### src/rtl/max6675_reader.sv
// Polls two MAX6675 thermocouple converters over a shared SO line and
// publishes each complete 16-bit raw frame with a one-cycle valid strobe.
module max6675_reader #(
  parameter int CLK_DIV   = 25,
  parameter int CONV_WAIT = 11_000_000
) (
  input  logic        clk,
  input  logic        reset,
  input  logic        sel_max6675,
  input  logic        max_so,
  output logic        max_sck,
  output logic [1:0]  max_cs_n,
  output logic [15:0] temp_out,
  output logic        temp_valid,
  output logic        open_tc,
  output logic        frame_sel,
  output logic        busy
);

  // state  | meaning
  // WAIT   | conversion gap, CS high, SCK low
  // SETUP  | selected CS low, one SCK half-period before the first edge
  // SHIFT  | 16 SCK periods, SO sampled as SCK rises
  // HOLD   | SCK low, CS still low for one half-period
  // UPDATE | publish the frame for one cycle
  typedef enum logic [2:0] {S_WAIT, S_SETUP, S_SHIFT, S_HOLD, S_UPDATE} state_t;

  localparam int CNT_MAX = (CONV_WAIT > CLK_DIV) ? CONV_WAIT : CLK_DIV;
  localparam int CW      = $clog2(CNT_MAX + 1);
  localparam logic [CW-1:0] WAIT_TC = CW'(CONV_WAIT - 1);
  localparam logic [CW-1:0] DIV_TC  = CW'(CLK_DIV - 1);

  state_t          state, state_nxt;
  logic [CW-1:0]   cnt, cnt_nxt;
  logic [3:0]      bit_cnt, bit_nxt;
  logic            phase, phase_nxt;
  logic            sel_q, sel_nxt;
  logic            shift_en;
  logic [15:0]     shreg;
  logic [1:0]      cs_n_nxt;
  logic            sck_nxt;
  logic            valid_nxt;

  always_ff @(posedge clk or posedge reset) begin
    if (reset) begin
      state      <= S_WAIT;
      cnt        <= '0;
      bit_cnt    <= '0;
      phase      <= 1'b0;
      sel_q      <= 1'b0;
      shreg      <= '0;
      max_cs_n   <= 2'b11;
      max_sck    <= 1'b0;
      temp_valid <= 1'b0;
      temp_out   <= '0;
      open_tc    <= 1'b0;
      frame_sel  <= 1'b0;
    end else begin
      state      <= state_nxt;
      cnt        <= cnt_nxt;
      bit_cnt    <= bit_nxt;
      phase      <= phase_nxt;
      sel_q      <= sel_nxt;
      max_cs_n   <= cs_n_nxt;
      max_sck    <= sck_nxt;
      temp_valid <= valid_nxt;
      if (shift_en)
        shreg <= {shreg[14:0], max_so};
      // Outputs move together with the valid strobe as UPDATE is entered.
      if (state_nxt == S_UPDATE) begin
        temp_out  <= shreg;
        open_tc   <= shreg[2];
        frame_sel <= sel_q;
      end
    end
  end

  always_comb begin
    state_nxt = state;
    cnt_nxt   = cnt + 1'b1;
    bit_nxt   = bit_cnt;
    phase_nxt = phase;
    sel_nxt   = sel_q;
    shift_en  = 1'b0;
    case (state)
      S_WAIT: if (cnt == WAIT_TC) begin
        state_nxt = S_SETUP;
        cnt_nxt   = '0;
        sel_nxt   = sel_max6675;
      end
      S_SETUP: if (cnt == DIV_TC) begin
        state_nxt = S_SHIFT;
        cnt_nxt   = '0;
        phase_nxt = 1'b0;
        bit_nxt   = '0;
      end
      S_SHIFT: if (cnt == DIV_TC) begin
        cnt_nxt = '0;
        if (!phase) begin
          phase_nxt = 1'b1;
          shift_en  = 1'b1;
        end else begin
          phase_nxt = 1'b0;
          if (bit_cnt == 4'd15)
            state_nxt = S_HOLD;
          else
            bit_nxt = bit_cnt + 4'd1;
        end
      end
      S_HOLD: if (cnt == DIV_TC) begin
        state_nxt = S_UPDATE;
        cnt_nxt   = '0;
      end
      S_UPDATE: begin
        state_nxt = S_WAIT;
        cnt_nxt   = '0;
      end
      default: begin
        state_nxt = S_WAIT;
        cnt_nxt   = '0;
      end
    endcase
  end

  always_comb begin
    cs_n_nxt = 2'b11;
    if (state_nxt inside {S_SETUP, S_SHIFT, S_HOLD})
      cs_n_nxt = sel_nxt ? 2'b01 : 2'b10;
    sck_nxt   = (state_nxt == S_SHIFT) && phase_nxt;
    valid_nxt = (state_nxt == S_UPDATE);
  end

  assign busy = (max_cs_n != 2'b11);

endmodule
### config.mk
export PLATFORM = sky130hd
export DESIGN_NAME = max6675_reader
export DESIGN_NICKNAME = d
export VERILOG_FILES = /design/src/rtl/max6675_reader.sv
export SDC_FILE = /design/constraint.sdc
export NUM_CORES = 1
export LEC_CHECK = 0
export ABC_AREA = 0
export CORE_MARGIN = 2
export CORE_UTILIZATION = 39
export CTS_CLUSTER_SIZE = 40
export DETAILED_ROUTE_END_ITERATION = 16
export DONT_BUFFER_PORTS = 1
export GPL_ROUTABILITY_DRIVEN = 0
export PLACE_DENSITY = 0.51
export RECOVER_POWER = 100
export SLEW_MARGIN = 15
export SYNTH_ARGS = -nofsm -noshare
export SYNTH_HDL_FRONTEND = slang
export SYNTH_SLANG_ARGS = --single-unit
### constraint.sdc
create_clock -name clk -period 4.65 [get_ports clk]
set_clock_uncertainty 0.15 [all_clocks]
set_input_delay 0.465 -clock clk [delete_from_list [all_inputs] [get_ports clk]]
set_output_delay 0.465 -clock clk [all_outputs]
set_load 0.01 [all_outputs]
# Word-level counts from Yosys, hierarchy flattened
# Index checks and enable logic that the tools add are counted.
[op_classes]
n_mux = 25
eq_ne = 15
n_reduce_logical = 6
add_sub_neg = 2
[op_table]
columns = ["operator", "count"]
rows = [
  ["$mux 24", 2],
  ["$pmux 24 s2", 1],
  ["$add 24x1->24 const B", 1],
  ["$eq 24x24->1 const B", 1],
  ["$eq 24x5->1 const B", 1],
  ["$mux 3", 6],
  ["$mux 4", 4],
  ["$eq 3x2->1 const B", 4],
  ["$pmux 3 s4", 1],
  ["$ne 2x2->1 const B", 5],
  ["$pmux 4 s2", 1],
  ["$mux 1", 7],
  ["$eq 3x1->1 const B", 2],
  ["$reduce_and 5->1", 1],
  ["$add 4x1->4 const B", 1],
  ["$eq 4x4->1 const B", 1],
  ["$mux 2", 2],
  ["$eq 3x3->1 const B", 1],
  ["$logic_not 3->1", 1],
  ["$reduce_bool 3->1", 1],
  ["$reduce_or 3->1", 1],
  ["$pmux 1 s2", 1],
  ["$reduce_bool 2->1", 1],
  ["$logic_and 1x1->1", 1],
]
[totals]
out_inout_bits = 23
reg_bits = 71
elab_cells = 60

# Depth between registers and ports, before layout
[depth]
depth_word = 8
depth_mapped = 12
mapped_depth_nobuf = 11

# Worst setup path before layout
# No wires, ideal clock.
[synth_path]
kind = "reg2reg"
start = "reg cnt[0]"
end = "reg shreg[0]"
path_buffers = 3
required_time_ns = 4.375
setup_time_ns = 0.125
setup_slack_ns = 1.841
path_stages_with_launch = 13
arrival_ns = 2.534
cell_sequence = "dfrtp_1 inv_1 ha_1 nor4b_2 nand4_4 or2_1 buf_2 inv_1 ha_1 and3_1 clkbuf_1 buf_2 mux2_2"
[synth_via]
elab_chain_cells = 3
[synth_lines]
columns = ["element", "line", "rtl"]
rows = [
  ["from (decl)", "34", "logic [CW-1:0] cnt, cnt_nxt;"],
  ["from (signal assigned)", "60", "cnt <= cnt_nxt;"],
  ["$eq 24x5->1", "97", "S_SHIFT: if (cnt == DIV_TC) begin"],
  ["$mux 1", "97", ""],
  ["$mux 1", "85", "case (state)"],
  ["to (signal assigned)", "68", "shreg <= {shreg[14:0], max_so};"],
  ["to (decl)", "39", "logic [15:0] shreg;"],
]
# No other way between the ends.
# A chain may end at the register's enable or synchronous reset.

# Worst setup path after layout
[layout_path]
start = "reg cnt[0]"
end = "reg temp_out[2]"
[layout_via]
elab_chain_cells = 4
[layout_lines]
columns = ["element", "line", "rtl"]
rows = [
  ["$eq 24x5->1 or $eq 24x24->1 (tied branches)", "-", ""],
  ["$mux 3 (on tied branches)", "-", ""],
  ["$pmux 3 s4 *", "85", ""],
  ["$eq 3x3->1 *", "70", "if (state_nxt == S_UPDATE) begin"],
  ["to (signal assigned)", "71", "temp_out <= shreg;"],
  ["to (decl)", "13", "output logic [15:0] temp_out,"],
]
# Every way passes the cells marked *; elsewhere a longest branch is shown, timed or not.

==> reports/results.tsv <==
stage	metric	value	unit
clock_network	cts_max_path_buffers	2	
setup_path	critical_path.startpoint_type	flip-flop	
placement	dpl.cell_count	370	
detailed_routing	vias_per_cell	5.010	
global_routing	gr-total-overflow	0	
die	die_h	94.68	um
die	die_width	94.68	um
layout	nFillCells	770	
synth	syn_inst	275	
synth	synth_top_family_by_area	simple AND/OR/NAND/NOR gates	
layout	antenna_cells	0	
timing	final_hold_viol_count	0	
synth	synth_compound_area_share	4.175	%
power	p_leak	0.001587	uW
timing	period_share	66.75	%
synth	synth_edf_count	0	
detailed_routing	drc	0	
die	initial_core_util	39.63	%
synth	yosysUniqueCellTypes	47	
die	dieArea	8964	um^2
timing	rsz0062_at_grt	no	
synth	yosys.area.top_type_share	53.06	%
setup_path	crit_type	flip-flop to flip-flop	
placement	placed_cell_area	3289	um^2
detailed_routing	routedWlPerCell	14.66	um
layout	fin_cells	387	
placement	hpwl	3829	um
clock_network	post_cts_buffers	0	
layout	final_nets	286	
outcome	status	finished clean	
clock_network	cts_tree	yes	
power	peakVddDrop	0.0001321	V
synth	synth_ff_type	dfrtp_1	
clock_network	htreeDepth	3	
timing	max_freq	322.2	MHz
setup_path	worst_ep_arrival_time	3180	ps
global_routing	grt_pass1_wl	9846	um
detailed_routing	wl	5673	um
synth	syn_area	3207	um^2
synth	synth.largest_area_cell	dfrtp_1	
timing	holdWs	119.6	ps
synth	ys.warnings.count	0	
synth	ys_ff_latch	70	
timing	fin_setup_tns	0	ps
hold_path	hp-class	input port to flip-flop	
synth	synth-xor-area-share	6.009	%
clock_network	cts.sinks	70	
layout	drive_gt1_share	16.67	%
clock_network	insertion_delay	340	ps
timing	worst_slew_pin_slew	1284	ps
power	powerDensity	325.0	nW/um^2
synth	synth_fa_ha_area_share	1.951	%
timing	slew_violations	0	
setup_path	endpoint_kind	flip-flop	
die	io_pins	27	
power	power	1124	uW
detailed_routing	antenna_left	0	
clock_network	root_buffer	clkbuf_8	
setup_path	cp_data_required_time	4730	ps
detailed_routing	drt_pass1_iterations	4	
synth	muxShareOfSynthArea	12.25	%
synth	async_flop_share	100.0	%
timing	slew_headroom	14.33	%
clock_network	clk_pin_slew	80	ps
synth	synthTopCellsByArea	dfrtp_1 53%, mux2_2 8.8%, xnor2_1 4.4%	
global_routing	antenna_found_initial	0	
global_routing	grt_usage	14.25	%
detailed_routing	vias	1939	
synth	syn_nets	284	
die	core	8093	um^2
timing	fin_crit	3104	ps
layout	syn_to_final_growth	7.842	%
global_routing	grt_max_degree	37	
layout	fin_area	3458	um^2
placement	port_buffers	0	
synth	synth-simple-area-share	17.17	%
global_routing	grt_pass1_vias	1984	
clock_network	cts_made_buffers	9	
die	row_count	33	
run	drv_cap	0	
synth	ys_seq_area_share	54.70	%
setup_path	cp_max_fo	17	
detailed_routing	drtIter0Drc	77	
timing	setup_violations	0	
synth	syn_area_per_cell	11.66	um^2
==> state kept, by name, indices dropped and copies added, names as in the netlist <==
| signal | count |
|---|---|
| cnt | 24 |
| shreg | 16 |
| temp_out | 16 |
| bit_cnt | 4 |
| state | 3 |
| max_cs_n | 2 |
| frame_sel | 1 |
| max_sck | 1 |
| phase | 1 |
| sel_q | 1 |
| temp_valid | 1 |
==> timing repair <==
| action | CTS | global route |
|---|---|---|
| hold endpoints to repair | 34 | 0 |
| hold buffers | 1 | 0 |
| resized for setup | 0 | 0 |
==> worst max-delay path, cell delays in order, from the launching register on <==
cell      delay [ps]
dfrtp_1          420
inv_1             70
ha_1             140
nor4b_1          230
nand4_1          280
nor4_1           550
clkbuf_1         740
mux2_2           410
==> layer usage <==
| layer | part of all wire (%) | wire (um) | global-route usage [%] | vias up |
|---|---|---|---|---|
| met5 | 0 | 0 | 0 | - |
| met4 | 1.7 | 99 | 5.072 | 0 |
| met3 | 4.1 | 232 | 4.948 | 11 |
| met2 | 45 | 2575 | 20.92 | 29 |
| met1 | 49 | 2766 | 19.54 | 948 |
| li1 | - | - | - | 951 |
==> worst paths after layout <==
kind                                        startpoint  cells past startpoint                       to  slack, ps
max in group asynchronous                        reset                      3        cnt[11]$_DFF_PP0_       2420
worst max-delay path                  cnt[0]$_DFF_PP0_                      7  temp_out[2]$_DFFE_PP0P_       1550
worst min-delay path                            max_so                      1     shreg[0]$_DFFE_PP0P_        120
worst max register to register        cnt[0]$_DFF_PP0_                      7  temp_out[2]$_DFFE_PP0P_       1550
worst min register to register  bit_cnt[3]$_DFFE_PP0P_                      1   bit_cnt[3]$_DFFE_PP0P_        350
min in group asynchronous                        reset                      2  temp_out[3]$_DFFE_PP0P_        770
==> area by class of cell <==
cell class / instances / area, um^2 / share of cell area [%]
inverter: 15 / 56.30 / 1.628
timing repair buffer: 3 / 21.27 / 0.6151
tap: 105 / 131.4 / 3.799
sequential: 70 / 1754 / 50.72
multi-input combinational: 178 / 1290 / 37.30
clock inverter: 6 / 67.56 / 1.954
clock buffer: 10 / 137.6 / 3.980
==> cell families after synthesis <==
logic type      count (synthesis)
compound gates                 18
xor+xnor                       22
fa+ha+maj                       5
buf+inv                        27
flops                          70
mux                            35
simple gates                   98
==> report_power, final <==
| group | leakage (uW) | switching (uW) | internal (uW) |
|---|---|---|---|
| sequential | 0.000954 | 0 | 608 |
| combinational | 0.000534 | 11.5 | 1.21 |
| clock | 0.0000993 | 238 | 265 |
| total | 0.00159 | 249 | 874 |
==> stage by stage <==
stage / worst slack, ps / util (%)
after floorplan: 1841 / -
after global placement: 1713 / 40.65
after CTS: 1666 / 43.31
final: 1546 / 42.73
after global routing: 1235 / 42.73
after detailed placement: 1688 / 40.65
==> cell usage after synthesis, types with 2 or more instances <==
master,number
nor4_1,4
o31ai_1,2
dfstp_2,2
nor2_1,33
a22oi_1,2
nand2_1,14
o21ai_0,3
clkbuf_1,4
xor2_1,6
and3_1,3
a21oi_1,2
nor4_4,2
buf_2,6
nand4_1,4
xnor2_1,16
ha_1,5
nor3_1,11
mux2_2,25
dfrtp_1,68
nor2b_1,2
and2_1,3
or3_1,2
nand3_1,8
a31oi_1,2
inv_1,15
mux2_1,9
and4_1,2
==> layout by cell type, fill, tap and decap left out, types with 2 or more instances in the layout <==
cell	count
or3_1	2
dfstp_1	2
mux2_1	9
and3_1	3
nand4_1	5
xor2_1	6
nor4_1	6
mux2_2	25
dfrtp_1	68
clkbuf_8	10
ha_1	5
nor3_1	11
nand2_1	14
a31oi_1	2
and2_1	3
nor2_1	33
xnor2_1	16
o31ai_1	2
o21ai_0	3
and4_1	2
nand3_1	8
a22oi_1	2
inv_6	2
clkinvlp_4	2
inv_1	15
nor2b_1	2
a21oi_1	2
(Power assumes the default switching activity.)
